**src/rtl/reg_to_apb_master.sv**
```systemverilog
// Register-bus request port to APB master bridge: one valid/ready request -> one SETUP/ACCESS transfer.
// Optional ACCESS timeout abort is compiled in with `define REG_TO_APB_TIMEOUT_EN.
module reg_to_apb_master #(
   parameter int unsigned ADDR_WIDTH    = 32,
   parameter int unsigned DATA_WIDTH    = 32,
   parameter int unsigned TimeoutCycles = 255
) (
   input  logic                    clk_i,
   input  logic                    rst_ni,
   input  logic                    valid_i,
   input  logic                    write_i,
   input  logic [ADDR_WIDTH-1:0]   addr_i,
   input  logic [DATA_WIDTH-1:0]   wdata_i,
   input  logic [DATA_WIDTH/8-1:0] wstrb_i,
   output logic                    ready_o,
   output logic [DATA_WIDTH-1:0]   rdata_o,
   output logic                    error_o,
   output logic                    psel_o,
   output logic                    penable_o,
   output logic                    pwrite_o,
   output logic [ADDR_WIDTH-1:0]   paddr_o,
   output logic [DATA_WIDTH-1:0]   pwdata_o,
   output logic [DATA_WIDTH/8-1:0] pstrb_o,
   input  logic [DATA_WIDTH-1:0]   prdata_i,
   input  logic                    pready_i,
   input  logic                    pslverr_i
);

   localparam int unsigned STRB_WIDTH = DATA_WIDTH / 8;

   if (DATA_WIDTH % 8 != 0) begin : g_dw_check
      $error("reg_to_apb_master: DATA_WIDTH must be a multiple of 8");
   end
   if (TimeoutCycles < 1) begin : g_to_check
      $error("reg_to_apb_master: TimeoutCycles must be >= 1");
   end

   typedef enum logic [1:0] {
      ST_IDLE,
      ST_SETUP,
      ST_ACCESS,
      ST_RESP
   } state_e;

   state_e                r_state;
   logic                  r_psel;
   logic                  r_penable;
   logic                  r_ready;
   logic                  r_error;
   logic [DATA_WIDTH-1:0] r_rdata;
   logic                  r_pwrite;
   logic [ADDR_WIDTH-1:0] r_paddr;
   logic [DATA_WIDTH-1:0] r_pwdata;
   logic [STRB_WIDTH-1:0] r_pstrb;
   logic                  w_timeout;

`ifdef REG_TO_APB_TIMEOUT_EN
   localparam int unsigned           CNT_WIDTH = $clog2(TimeoutCycles + 1);
   localparam logic [CNT_WIDTH-1:0]  CNT_LAST  = CNT_WIDTH'(TimeoutCycles - 1);

   logic [CNT_WIDTH-1:0] r_wait_cnt;

   // The abort fires on the wait cycle whose increment would make the count reach TimeoutCycles.
   assign w_timeout = (r_wait_cnt == CNT_LAST);

   always_ff @(posedge clk_i or negedge rst_ni) begin
      if (!rst_ni) begin
         r_wait_cnt <= '0;
      end else if (r_state == ST_SETUP) begin
         r_wait_cnt <= '0;
      end else if (r_state == ST_ACCESS && !pready_i) begin
         r_wait_cnt <= r_wait_cnt + 1'b1;
      end
   end
`else
   assign w_timeout = 1'b0;
`endif

   // NOTE: state and outputs are updated with non-blocking assignments so every register sees pre-edge values.
   always_ff @(posedge clk_i or negedge rst_ni) begin
      if (!rst_ni) begin
         r_state   <= ST_IDLE;
         r_psel    <= 1'b0;
         r_penable <= 1'b0;
         r_ready   <= 1'b0;
         r_error   <= 1'b0;
         r_rdata   <= '0;
         r_pwrite  <= 1'b0;
         r_paddr   <= '0;
         r_pwdata  <= '0;
         r_pstrb   <= '0;
      end else begin
         case (r_state)
            ST_IDLE: begin
               if (valid_i) begin
                  r_pwrite <= write_i;
                  r_paddr  <= addr_i;
                  r_pwdata <= write_i ? wdata_i : '0;
                  r_pstrb  <= write_i ? wstrb_i : '0;
                  r_rdata  <= '0;
                  r_error  <= 1'b0;
                  r_psel   <= 1'b1;
                  r_state  <= ST_SETUP;
               end
            end
            ST_SETUP: begin
               r_penable <= 1'b1;
               r_state   <= ST_ACCESS;
            end
            ST_ACCESS: begin
               // A slave completing on the timeout cycle still wins over the abort.
               if (pready_i) begin
                  r_error   <= pslverr_i;
                  r_rdata   <= (!r_pwrite && !pslverr_i) ? prdata_i : '0;
                  r_psel    <= 1'b0;
                  r_penable <= 1'b0;
                  r_ready   <= 1'b1;
                  r_state   <= ST_RESP;
               end else if (w_timeout) begin
                  r_error   <= 1'b1;
                  r_rdata   <= '0;
                  r_psel    <= 1'b0;
                  r_penable <= 1'b0;
                  r_ready   <= 1'b1;
                  r_state   <= ST_RESP;
               end
            end
            ST_RESP: begin
               r_ready <= 1'b0;
               r_state <= ST_IDLE;
            end
            default: begin
               r_psel    <= 1'b0;
               r_penable <= 1'b0;
               r_ready   <= 1'b0;
               r_state   <= ST_IDLE;
            end
         endcase
      end
   end

   assign ready_o   = r_ready;
   assign rdata_o   = r_rdata;
   assign error_o   = r_error;
   assign psel_o    = r_psel;
   assign penable_o = r_penable;
   assign pwrite_o  = r_pwrite;
   assign paddr_o   = r_paddr;
   assign pwdata_o  = r_pwdata;
   assign pstrb_o   = r_pstrb;

endmodule

```
**config.mk**
```make
export PLATFORM = sky130hd
export DESIGN_NAME = reg_to_apb_master
export DESIGN_NICKNAME = d
export VERILOG_FILES = /design/src/rtl/reg_to_apb_master.sv
export SDC_FILE = /design/constraint.sdc
export NUM_CORES = 1
export LEC_CHECK = 0
export ABC_AREA = 1
export BUFFER_PORTS_ARGS = -buffer_cell sky130_fd_sc_hd__buf_2
export CAP_MARGIN = 20
export CORE_MARGIN = 4
export CORE_UTILIZATION = 35
export CTS_CLUSTER_DIAMETER = 40
export DETAILED_ROUTE_END_ITERATION = 10
export PLACE_DENSITY = 0.74
export SLEW_MARGIN = 20
export SYNTH_ARGS = -nofsm -noshare
export SYNTH_HDL_FRONTEND = slang
export SYNTH_SLANG_ARGS = --single-unit
```
**constraint.sdc**
```tcl
create_clock -name clk_i -period 1.4 [get_ports clk_i]
set_input_delay 0.21 -clock clk_i [delete_from_list [all_inputs] [get_ports clk_i]]
set_output_delay 0.21 -clock clk_i [all_outputs]
set_load 0.005 [all_outputs]
```
**Word level (Yosys, flattened, before mapping)**

Cells that the tools add are included.
Widths: inputs -> output; s select.

- Equal/unequal tests: 5
- Muxes and demuxes: 18
- Reduce and logical (&&, ||, !) cells: 12

Operators by type and width:

| operator | count |
|---|---|
| $mux 32 | 4 |
| $pmux 32 s2 | 1 |
| $pmux 1 s2 | 4 |
| $pmux 2 s4 | 1 |
| $reduce_and 2->1 | 4 |
| $reduce_bool 2->1 | 3 |
| $mux 1 | 5 |
| $eq 2x2->1 const B | 2 |
| $mux 2 | 2 |
| $mux 4 | 1 |
| $ne 2x2->1 const B | 2 |
| $reduce_and 3->1 | 1 |
| $eq 2x1->1 const B | 1 |
| $logic_not 1->1 | 2 |
| $logic_not 2->1 | 1 |
| $logic_and 1x1->1 | 1 |

- Bits in registers: 107
- Input bits: 106
- Output and inout bits: 105
- Logic and storage cells: 45

**Depth between registers and ports, before layout**

- Depth after elaboration: 5
- Mapped depth: 9
- Depth with buffers taken out: 7

**Worst setup path before layout**

OpenSTA, ideal clock, no wires.

- Kind: reg-to-reg
- Start point: register r_state[0]
- End point: register r_rdata[0], in the netlist rdata_o[0]
- Setup time: 0.117 ns
- Arrival: 1.280 ns
- Required time: 1.283 ns
- Path slack: 0.002 ns
- Stages on the path, launching flop included: 10
- Path buffers: 2
- Clock period less this slack: 1.398 ns
- Path through: dfrtp_1 > inv_1 > ha_1 > buf_6 > inv_2 > nand2_4 > nand3_4 > buf_6 > nand2_1 > nand2_1

- Word-level cells in the longest chain between the ends: 3
- Elaborated cells between the ends (all ways): 7
- Those cells by class: eq/ne (3); mux (1); reduce/logical (3)

RTL lines:

| item | RTL line | RTL |
|---|---|---|
| from (decl) | 45 | `state_e r_state;` |
| from (signal assigned) | 82 | `r_state <= ST_IDLE;` |
| from (signal assigned) | 103 | `r_state <= ST_SETUP;` |
| from (signal assigned) | 108 | `r_state <= ST_ACCESS;` |
| $eq 2x2->1 or $logic_not 2->1 (tied branches) | 93 | `case (r_state)` |
| $ne 2x2->1 (no source line) or $reduce_bool 2->1 (tied branches) | - |  |
| $reduce_and 3->1 (no source line) | - |  |
| to (signal assigned) | 114 | `r_rdata <= (!r_pwrite && !pslverr_i) ? prdata_i : '0;` |
| to (decl) | 50 | `logic [DATA_WIDTH-1:0] r_rdata;` |

Parallel ways exist; a longest one is shown, timed or not.
A chain may end at the register's enable or synchronous reset.

**Worst setup path after layout**

- Start point: register r_state[1]
- End point: register r_rdata[10], in the netlist rdata_o[10]

Same word-level chain as after synthesis.

==> flow_summary.toml <==
[clock_tree]
clock_latency_ns = 0.35
clkSlewWorstSetupHoldPaths_ns = 0.07
cts_tree = "done"
clock-root-buffer = "clkbuf_16"
clock_path_buffers = 2
ctsHtreeMaxLevel = 3
cts_made_buffers = 9
cts.sinks = 107

[synth]
synth_top_cells_by_area = "dfrtp_1, nand2_1, nand3_1"
yosysWarningCount = 0
synth_common_cells = "nand2_1, dfrtp_1, nand3_1, nor2_1, o21ai_0"
synth.distinct_cells = 17
synth_edf_count = 0
synth_top_area_share_pct = 57.68
synth_fp_nets = 666
synth_area_um2 = 4642
synth_top_cell_by_area = "dfrtp_1"
synthArstFlopShare_pct = 100.0
synth_most_common_cell = "nand2_1"
syn_area_per_cell_um2 = 8.379
synth_seq_cells = 107
ys.flop_type = "dfrtp_1"
yosysSeqAreaShare_pct = 57.68
syn_inst = 554

[outcome]
status = "finished, violations left"
failed_checks = "setup timing"

[placement]
dp_hpwl_mm = 8.864
place_area_um2 = 5919
post-place-cells = 919
gp_congestion = 0.7457
place.port_buffers = 210
pre_cts_slack_ns = -0.1096

[worst_setup_path]
worst-path-buf-inv = 2
path_cells = "buf_6 -> ha_4 -> nand2_8 -> nand3_4 -> clkbuf_16 -> nand2_1 -> nand2_1"
critPathMaxStageDelay_ns = 0.42
worstPathRequired_ns = 1.63
crit_fanout = 17
cp-start-kind = "register"
critical_path_class = "reg -> reg"
crit_path_top_delay_cell = "dfrtp_1"
cp.arrival_ns = 1.67
worstSetupEndpointType = "register"
cpMostUsedCell = "nand2_1"
cpLargestDelayFamily = "flip-flops"

[detailed_routing]
totalWireLength_mm = 12.94
initialDrtViolationCount = 273
drc_errors = 0
drt_first_pass_iters = 4
dr_total_vias = 4263
viasPerCell = 4.535
ant_nets = 0
wire_per_inst_um = 13.76

[timing]
setup_tns_ns = -0.04307
timing.final.crit_share_pct = 102.5
maxSlewHeadroom_pct = 77.06
hold_violations = 0
slew_violations = 0
skew_ns = 0.007205
period_minus_slack_ns = 1.434
report.final.setup_viol = 2
fmax_mhz = 697.2
worst_slack_ns = -0.03436
worstMarginPinSlew_ns = 0.3441
grt_setup_unrepaired = "yes"

[die]
start_util_pct = 36.20
rows = 41
core-area_um2 = 12820
die-area_um2 = 15170
fp.dieW_um = 123.2
die_h_um = 123.2
ios = 211

[power_and_ir_drop]
p_sw_w = 0.004886
p_per_area_nw_per_um2 = 2050
p_sw_share_pct = 37.08
sequentialPowerShare_pct = 37.6
total_power_w = 0.01318
comb_power_share_pct = 41.8
pwr-share-clk_pct = 20.6
leakagePower_nw = 3.652
ir_worst_vdd_mv = 0.9816
intPower_w = 0.008292

[min_path]
hold_path_class = "in -> reg"

[job]
cap_viol_max_count = 0

[global_route]
grt_pass1_vias = 4037
grt_start_max_net_pins = 59
grt_pass1_wl_mm = 20.08
gr-usage-all-layers_pct = 16.89
antenna_found_initial = 0
overflow = 0

[cells_and_area]
layout-drive-gt1-share_pct = 34.64
nNetsFinal = 875
fill_cells = 1252
fin_cells = 940
diodes = 0
final_cell_area_um2 = 6429
area_growth_pct = 38.49
-- sequential cells by signal, indices dropped and copies added (netlist names) --
register and count:
paddr_o 32, pwdata_o 32, rdata_o 32, pstrb_o 4, r_state 2, error_o 1, penable_o 1, psel_o 1
pwrite_o 1, ready_o 1
-- worst register-to-register path: cells and delay by family (launching register included) --
family / cells / cell delay (ns)
flops: 1 / 0.42
simple gates: 4 / 0.36
buf+inv: 2 / 0.34
fa+ha+maj: 1 / 0.20
-- through the flow --
step	utilization, %	hold slack, ns
6_report	50.13	0.05257
5_1_grt	50.13	0.04407
4_1_cts	49.26	0.03501
3_5_place_dp	46.16	0.1312
3_3_place_gp	46.16	0.1338
2_1_floorplan	-	-0.08559
-- kinds of logic after synthesis --
logic type | Yosys count | synth area share, %
AO/OA/AOI/OAI | 41 | 4.420
adder cells (fa/ha/maj) | 6 | 1.617
buffers and inverters | 45 | 5.714
flip-flops | 107 | 57.68
AND/OR/NAND/NOR | 355 | 30.57
-- power by group through the flow --
stage / registers, W / logic (W) / clock network (W)
global route: 0.00509 / 0.00617 / 0.00295
global placement: 0.00495 / 0.00486 / 0
floorplan: 0.00504 / 0.00277 / 0
finish: 0.00495 / 0.00551 / 0.00271
CTS: 0.00493 / 0.00523 / 0.00280
detailed placement: 0.00493 / 0.00501 / 0
-- metal layers --
layer	track usage (%)	share of wire, %
met5	0	0
met4	6.851	1.7
met3	5.261	9.7
met2	25.59	46
met1	22.56	43
-- what timing repair did --
item	CTS	global route
gates cloned	1	2
pin swaps	0	7
hold buffers	1	0
buffers inserted	1	0
hold endpoints to repair	20	0
setup endpoints to repair	39	99
gates resized for setup	10	20
-- final timing paths --
check / startpoint / end / slack (ns) / cells after the start
max: r_state[1] / rdata_o[10] / -0.03 / 7
min: addr_i[11] / paddr_o[11] / 0.05 / 3
max reg2reg: r_state[1] / rdata_o[10] / -0.03 / 7
min reg2reg: rdata_o[22] / rdata_o[22] / 0.47 / 2
max in group asynchronous: rst_ni / paddr_o[2] / 0.57 / 3
min in group asynchronous: rst_ni / rdata_o[0] / 0.32 / 2
-- layout by cell type, fill, tap and decap left out, types with 3 or more instances in the layout --
cell type,count
inv_1,7
buf_2,209
o21ai_0,26
nand2_2,6
nor2_1,32
nand2_1,274
buf_4,9
nand2_8,4
ha_1,3
clkbuf_16,11
o21ai_1,14
buf_12,8
dfrtp_1,107
nand3_1,34
-- layout make-up --
cell class | count | area [um^2] | area share (%)
sequential | 107 | 2678 | 41.65
inverter | 11 | 46.29 | 0.7201
multi-input combinational | 403 | 1809 | 28.14
timing repair buffer | 231 | 1360 | 21.16
tap | 172 | 215.2 | 3.348
clock inverter | 4 | 73.82 | 1.148
clock buffer | 12 | 246.5 | 3.834
Power figures use the tool's default switching activity.
